===== config.mk =====
export PLATFORM = sky130hd
export DESIGN_NAME = fp_add_seq_flat
export DESIGN_NICKNAME = d
export VERILOG_FILES = /design/src/rtl/fp_add_seq_if.sv /design/src/rtl/fp_add_seq.sv /design/src/flat_wrapper.sv
export SDC_FILE = /design/constraint.sdc
export NUM_CORES = 1
export LEC_CHECK = 0
export CAP_MARGIN = 25
export CORE_AREA = 2 2 75 77
export CTS_CLUSTER_SIZE = 12
export DETAILED_ROUTE_END_ITERATION = 8
export DIE_AREA = 0 0 77 79
export PLACE_DENSITY = 0.68
export SLEW_MARGIN = 40
export SYNTH_ARGS = -nofsm -noshare
export SYNTH_HDL_FRONTEND = slang
export SYNTH_SLANG_ARGS = --single-unit

===== constraint.sdc =====
create_clock -name clk -period 3.7 [get_ports clk]
set_clock_uncertainty 0.1 [all_clocks]
set_input_delay 1.11 -clock clk [delete_from_list [all_inputs] [get_ports clk]]
set_output_delay 1.11 -clock clk [all_outputs]
set_load 0.005 [all_outputs]

===== src/rtl/fp_add_seq_if.sv =====
// Handshake and datapath-control bundle between the FPU issue logic and the add sequencer.
// The master side issues operands and consumes results; the slave side is the sequencer.
interface fp_add_seq_if #(
  parameter int unsigned EXP_W = 8
);
  logic             in_valid;
  logic             in_ready;
  logic [EXP_W-1:0] exp_a;
  logic [EXP_W-1:0] exp_b;
  logic             special;
  logic             ld_en;
  logic             swap_sel;
  logic             shift_en;
  logic             add_en;
  logic             norm_en;
  logic             norm_done;
  logic             rnd_en;
  logic [EXP_W-1:0] exp_res;
  logic             out_valid;
  logic             out_ready;
  logic             busy;

  modport master (
    output in_valid, exp_a, exp_b, special, norm_done, out_ready,
    input  in_ready, ld_en, swap_sel, shift_en, add_en, norm_en, rnd_en,
           exp_res, out_valid, busy
  );

  modport slave (
    input  in_valid, exp_a, exp_b, special, norm_done, out_ready,
    output in_ready, ld_en, swap_sel, shift_en, add_en, norm_en, rnd_en,
           exp_res, out_valid, busy
  );
endinterface


===== src/rtl/fp_add_seq.sv =====
// Multi-cycle sequencer for the single-precision FP add/sub datapath: exponent compare,
// 1-bit/cycle alignment, then add, normalize and round strobes with valid/ready on both ends.
module fp_add_seq #(
  parameter int unsigned EXP_W     = 8,
  parameter int unsigned MAX_SHIFT = 26
) (
  input  logic         clk,
  input  logic         reset,
  fp_add_seq_if.slave  io
);
  localparam int unsigned SHW = $clog2(MAX_SHIFT + 1);

  typedef enum logic [2:0] {IDLE, CMP, ALIGN, ADD, NORM, ROUND, DONE} state_e;

  state_e           state_q, state_d;
  logic [EXP_W-1:0] exp_a_q, exp_a_d;
  logic [EXP_W-1:0] exp_b_q, exp_b_d;
  logic [EXP_W-1:0] exp_res_q, exp_res_d;
  logic             swap_q, swap_d;
  logic [SHW-1:0]   shift_cnt_q, shift_cnt_d;

  logic [EXP_W:0]   diff;
  logic [EXP_W:0]   mag;
  logic             borrow;
  logic [SHW-1:0]   shift_sat;

  // Difference wraps modulo 2^(EXP_W+1); the top bit is the borrow.
  always_comb begin
    diff      = {1'b0, exp_a_q} - {1'b0, exp_b_q};
    borrow    = diff[EXP_W];
    mag       = borrow ? (~diff + 1'b1) : diff;
    shift_sat = (mag > (EXP_W+1)'(MAX_SHIFT)) ? SHW'(MAX_SHIFT) : SHW'(mag);
  end

  always_ff @(posedge clk) begin
    if (reset) begin
      state_q     <= IDLE;
      exp_a_q     <= '0;
      exp_b_q     <= '0;
      exp_res_q   <= '0;
      swap_q      <= 1'b0;
      shift_cnt_q <= '0;
    end else begin
      state_q     <= state_d;
      exp_a_q     <= exp_a_d;
      exp_b_q     <= exp_b_d;
      exp_res_q   <= exp_res_d;
      swap_q      <= swap_d;
      shift_cnt_q <= shift_cnt_d;
    end
  end

  always_comb begin
    state_d     = state_q;
    exp_a_d     = exp_a_q;
    exp_b_d     = exp_b_q;
    exp_res_d   = exp_res_q;
    swap_d      = swap_q;
    shift_cnt_d = shift_cnt_q;
    case (state_q)
      IDLE: begin
        if (io.in_valid) begin
          exp_a_d     = io.exp_a;
          exp_b_d     = io.exp_b;
          exp_res_d   = '0;
          swap_d      = 1'b0;
          shift_cnt_d = '0;
          state_d     = io.special ? DONE : CMP;
        end
      end
      CMP: begin
        swap_d      = borrow;
        exp_res_d   = borrow ? exp_b_q : exp_a_q;
        shift_cnt_d = shift_sat;
        state_d     = (shift_sat != '0) ? ALIGN : ADD;
      end
      ALIGN: begin
        shift_cnt_d = shift_cnt_q - 1'b1;
        if (shift_cnt_q == SHW'(1)) state_d = ADD;
      end
      ADD:   state_d = NORM;
      NORM:  if (io.norm_done) state_d = ROUND;
      ROUND: state_d = DONE;
      DONE:  if (io.out_ready) state_d = IDLE;
      default: state_d = IDLE;
    endcase
  end

  // Every output is forced low while reset is held, in_ready included.
  always_comb begin
    io.in_ready  = 1'b0;
    io.ld_en     = 1'b0;
    io.swap_sel  = 1'b0;
    io.shift_en  = 1'b0;
    io.add_en    = 1'b0;
    io.norm_en   = 1'b0;
    io.rnd_en    = 1'b0;
    io.exp_res   = '0;
    io.out_valid = 1'b0;
    io.busy      = 1'b0;
    if (!reset) begin
      io.swap_sel = swap_q;
      io.exp_res  = exp_res_q;
      io.busy     = (state_q != IDLE);
      case (state_q)
        IDLE: begin
          io.in_ready = 1'b1;
          io.ld_en    = io.in_valid;
        end
        ALIGN:   io.shift_en  = 1'b1;
        ADD:     io.add_en    = 1'b1;
        NORM:    io.norm_en   = 1'b1;
        ROUND:   io.rnd_en    = 1'b1;
        DONE:    io.out_valid = 1'b1;
        default: ;
      endcase
    end
  end
endmodule


===== src/flat_wrapper.sv =====
// flat-port wrapper written by rule: the top's interface ports become plain ports
module fp_add_seq_flat 
#(
  parameter int unsigned EXP_W     = 8,
  parameter int unsigned MAX_SHIFT = 26
)
  (clk, reset, io_in_valid, io_exp_a, io_exp_b, io_special, io_norm_done, io_out_ready, io_in_ready, io_ld_en, io_swap_sel, io_shift_en, io_add_en, io_norm_en, io_rnd_en, io_exp_res, io_out_valid, io_busy);
  fp_add_seq_if #(.EXP_W(EXP_W)) io_i ();
  input  logic clk;
  input  logic reset;
  input wire logic [$bits(io_i.in_valid)-1:0] io_in_valid;
  input wire logic [$bits(io_i.exp_a)-1:0] io_exp_a;
  input wire logic [$bits(io_i.exp_b)-1:0] io_exp_b;
  input wire logic [$bits(io_i.special)-1:0] io_special;
  input wire logic [$bits(io_i.norm_done)-1:0] io_norm_done;
  input wire logic [$bits(io_i.out_ready)-1:0] io_out_ready;
  output wire logic [$bits(io_i.in_ready)-1:0] io_in_ready;
  output wire logic [$bits(io_i.ld_en)-1:0] io_ld_en;
  output wire logic [$bits(io_i.swap_sel)-1:0] io_swap_sel;
  output wire logic [$bits(io_i.shift_en)-1:0] io_shift_en;
  output wire logic [$bits(io_i.add_en)-1:0] io_add_en;
  output wire logic [$bits(io_i.norm_en)-1:0] io_norm_en;
  output wire logic [$bits(io_i.rnd_en)-1:0] io_rnd_en;
  output wire logic [$bits(io_i.exp_res)-1:0] io_exp_res;
  output wire logic [$bits(io_i.out_valid)-1:0] io_out_valid;
  output wire logic [$bits(io_i.busy)-1:0] io_busy;
  assign io_i.in_valid = io_in_valid;
  assign io_i.exp_a = io_exp_a;
  assign io_i.exp_b = io_exp_b;
  assign io_i.special = io_special;
  assign io_i.norm_done = io_norm_done;
  assign io_i.out_ready = io_out_ready;
  assign io_in_ready = io_i.in_ready;
  assign io_ld_en = io_i.ld_en;
  assign io_swap_sel = io_i.swap_sel;
  assign io_shift_en = io_i.shift_en;
  assign io_add_en = io_i.add_en;
  assign io_norm_en = io_i.norm_en;
  assign io_rnd_en = io_i.rnd_en;
  assign io_exp_res = io_i.exp_res;
  assign io_out_valid = io_i.out_valid;
  assign io_busy = io_i.busy;
  fp_add_seq #(.EXP_W(EXP_W), .MAX_SHIFT(MAX_SHIFT)) u_core (.clk(clk), .reset(reset), .io(io_i));
endmodule

==> impl_metrics.csv <==
group,metric,value,unit
floorplan,start_util,0.430,
detailed_routing,first_pass_iters,4,
setup_path,critPathKind,"in2out",
placed_design,place_ws,-15.8,ps
logic_synthesis,syn-cell-area,2300,um2
floorplan,core-area,5340,um2
detailed_routing,postRouteAntennaNets,0,
cts,clk_latency,290,ps
placed_design,post-dp-hpwl,4.14,mm
final_layout,regArea,661,um2
sta,setup_viol,0,
global_routing,grt_overflow_total,0,
hold_path,hold_start,"u_core.exp_b_q[6]",
setup_path,arrival,2220,ps
final_layout,final_util,0.544,
global_routing,grt_pass1_vias,2051,
final_layout,multiInputGateArea,1500,um2
logic_synthesis,yosys.area.top_type_share,0.288,
cts,cts_root_buf,"clkbuf_8",
pwr,ir_worst_vdd,0.000316,V
final_layout,design_area,2900,um2
logic_synthesis,synth_area_leaders,"dfxtp_1 (29%), nor2_1 (7.5%), nand2_1 (7.4%), a21oi_1 (7.2%), ha_1 (6.5%)",
pwr,leakagePower,1.11,nW
logic_synthesis,ys_ff_latch,33,
cts,path_clk_slew,70,ps
floorplan,die_w,77,um
setup_path,regToRegSetupSlack,550,ps
sta,tightest_slew,622,ps
logic_synthesis,syn_avg_cell_area,7.22,um2
cts,numCtsBuffers,5,
sta,min_period_over_period,0.926,
sta,slew_headroom,0.583,
detailed_routing,wl,5.45,mm
job,drv_cap,0,
sta,totalNegativeSetupSlack,0,ps
floorplan,dieArea,6080,um2
floorplan,rows,27,
pwr,p_clk_frac,0.151,
pwr,power_frac_comb,0.627,
pwr,p_total,2.28,mW
sta,fin_ws,273,ps
sta,slew_violations,0,
global_routing,grt_usage,0.192,
global_routing,antenna_found_initial,0,
hold_path,whs_path_depth,2,
run_status,status,"complete, no violations",
sta,timing.fmax,292,MHz
pwr,p_per_area,787,nW/um2
pwr,p_sw,1.06,mW
logic_synthesis,yosysTopAreaCell,"dfxtp_1",
detailed_routing,via_per_inst,5.25,
cts,cts_sinks,33,
final_layout,antenna_cells,0,
pwr,p_seq_frac,0.222,
logic_synthesis,synth_async_sr_flop_share,0,
placed_design,placed_cells,420,
pwr,switching_share,0.463,
logic_synthesis,synth_edf_count,0,
final_layout,nets,390,
placed_design,port_buffers,38,
final_layout,syn2layout_area_growth,26.4,%
final_layout,layout-drive-gt1-share,0.0674,
floorplan,die_h,79,um
hold_path,hold_class,"reg2reg",
floorplan,io_pins,39,
setup_path,r2r_cells,9,
cts,htreeDepth,2,
logic_synthesis,synth_commonest_cells,"nor2_1 (46), nand2_1 (45), a21oi_1 (33), dfxtp_1 (33), inv_1 (27)",
setup_path,start_kind,"input pin",
detailed_routing,first_iter_violations,117,
setup_path,cp-end-kind,"primary output",
detailed_routing,drcViolationCount,0,
sta,hold_violations,0,
logic_synthesis,yosysMostFrequentCell,"nor2_1",
pwr,intPower,1.23,mW
logic_synthesis,netlist_instances,318,
cts,cts_tree,"built",
final_layout,fin_cells,428,
hold_path,min_to,"u_core.exp_b_q[6]",
placed_design,finalWeightedCongestion,0.921,
logic_synthesis,synth_cell_types,54,
setup_path,cp_data_required_time,2490,ps
sta,finalCriticalPeriod,3430,ps
logic_synthesis,yosys_warnings,0,
global_routing,grt_max_degree,24,
sta,rsz0062_at_grt,"false",
detailed_routing,vias,2249,
logic_synthesis,synth_flop_cell,"dfxtp_1",
setup_path,rr_endpoint,"u_core.shift_cnt_q[1]",
cts,ctsLongestPathBuffers,2,
setup_path,crit_fanout,2,
placed_design,place_area,2760,um2
setup_path,reg2reg_from,"u_core.exp_a_q[0]",
final_layout,fillCellCount,551,
logic_synthesis,syn_nets,353,
global_routing,grt_pass1_wl,9.53,mm
detailed_routing,wl_per_cell,12.7,um
sta,finalHoldWorstSlack,358,ps
logic_synthesis,ys_seq_area_frac,0.288,
-- final cells by class --
type / count / share of cell area
clock buffer: 5 / 0.0237
timing repair buffer: 45 / 0.151
sequential: 33 / 0.228
clock inverter: 3 / 0.0160
inverter: 27 / 0.0349
tap: 72 / 0.0310
multi-input combinational: 243 / 0.515
-- worst max-delay path, cell delays in order --
cell and delay [ps]:
clkdlybuf4s50_1 490, and2_1 130, clkdlybuf4s50_1 490
-- power groups by stage --
stage | clock network [mW] | registers (mW) | logic (mW)
3_3_place_gp | 0 | 0.507 | 1.40
5_1_grt | 0.365 | 0.521 | 1.62
2_1_floorplan | 0 | 0.471 | 1.14
6_report | 0.346 | 0.507 | 1.43
4_1_cts | 0.351 | 0.505 | 1.43
3_5_place_dp | 0 | 0.509 | 1.42
-- cells by family after synthesis --
family | synth area share
AND/OR/NAND/NOR | 0.256
AO/OA/AOI/OAI | 0.244
buffers and inverters | 0.0698
flip-flops | 0.288
adder cells (fa/ha/maj) | 0.0741
XOR/XNOR | 0.0474
multiplexers | 0.0218
-- per-layer routing --
| layer | global-route usage | up-vias | wire length [um] | share of wire |
|---|---|---|---|---|
| li1 | - | 1182 | - | - |
| met3 | 0.0341 | 7 | 197 | 0.036 |
| met2 | 0.330 | 48 | 2630 | 0.48 |
| met4 | 0.0643 | 0 | 72 | 0.013 |
| met5 | 0 | - | 0 | 0 |
| met1 | 0.245 | 1012 | 2550 | 0.47 |
-- layout by cell type (no fill, tap or decap), types with 6 or more instances in the layout --
master,instances
a21oi_1,33
buf_4,6
clkdlybuf4s50_1,37
dfxtp_1,33
ha_1,12
inv_1,27
nand2_1,45
nand3_1,8
nor2_1,46
nor3_1,6
o32ai_1,9
-- flip-flops by register name (all words and copies together) (netlist names) --
| signal | cells |
|---|---|
| u_core.exp_a_q | 8 |
| u_core.exp_b_q | 8 |
| u_core.exp_res_q | 8 |
| u_core.shift_cnt_q | 5 |
| u_core.state_q | 3 |
| u_core.swap_q | 1 |
-- what timing repair did --
item / CTS / global route
setup buffers: 0 / 0
endpoints found under the hold margin: 0 / 0
endpoints found under the setup margin: 1 / 14
gates resized for setup: 2 / 3
hold buffers: 0 / 0
-- worst max path at each step --
stage,from,to,slack (ps)
after detailed placement,reset,io_ld_en,-20
after floorplan,reset,io_shift_en,760
after global routing,io_in_valid,io_ld_en,230
after global placement,reset,io_ld_en,10
final,io_in_valid,io_ld_en,270
after CTS,reset,io_exp_res[5],2
No activity file was read; power rests on OpenSTA's default activity.
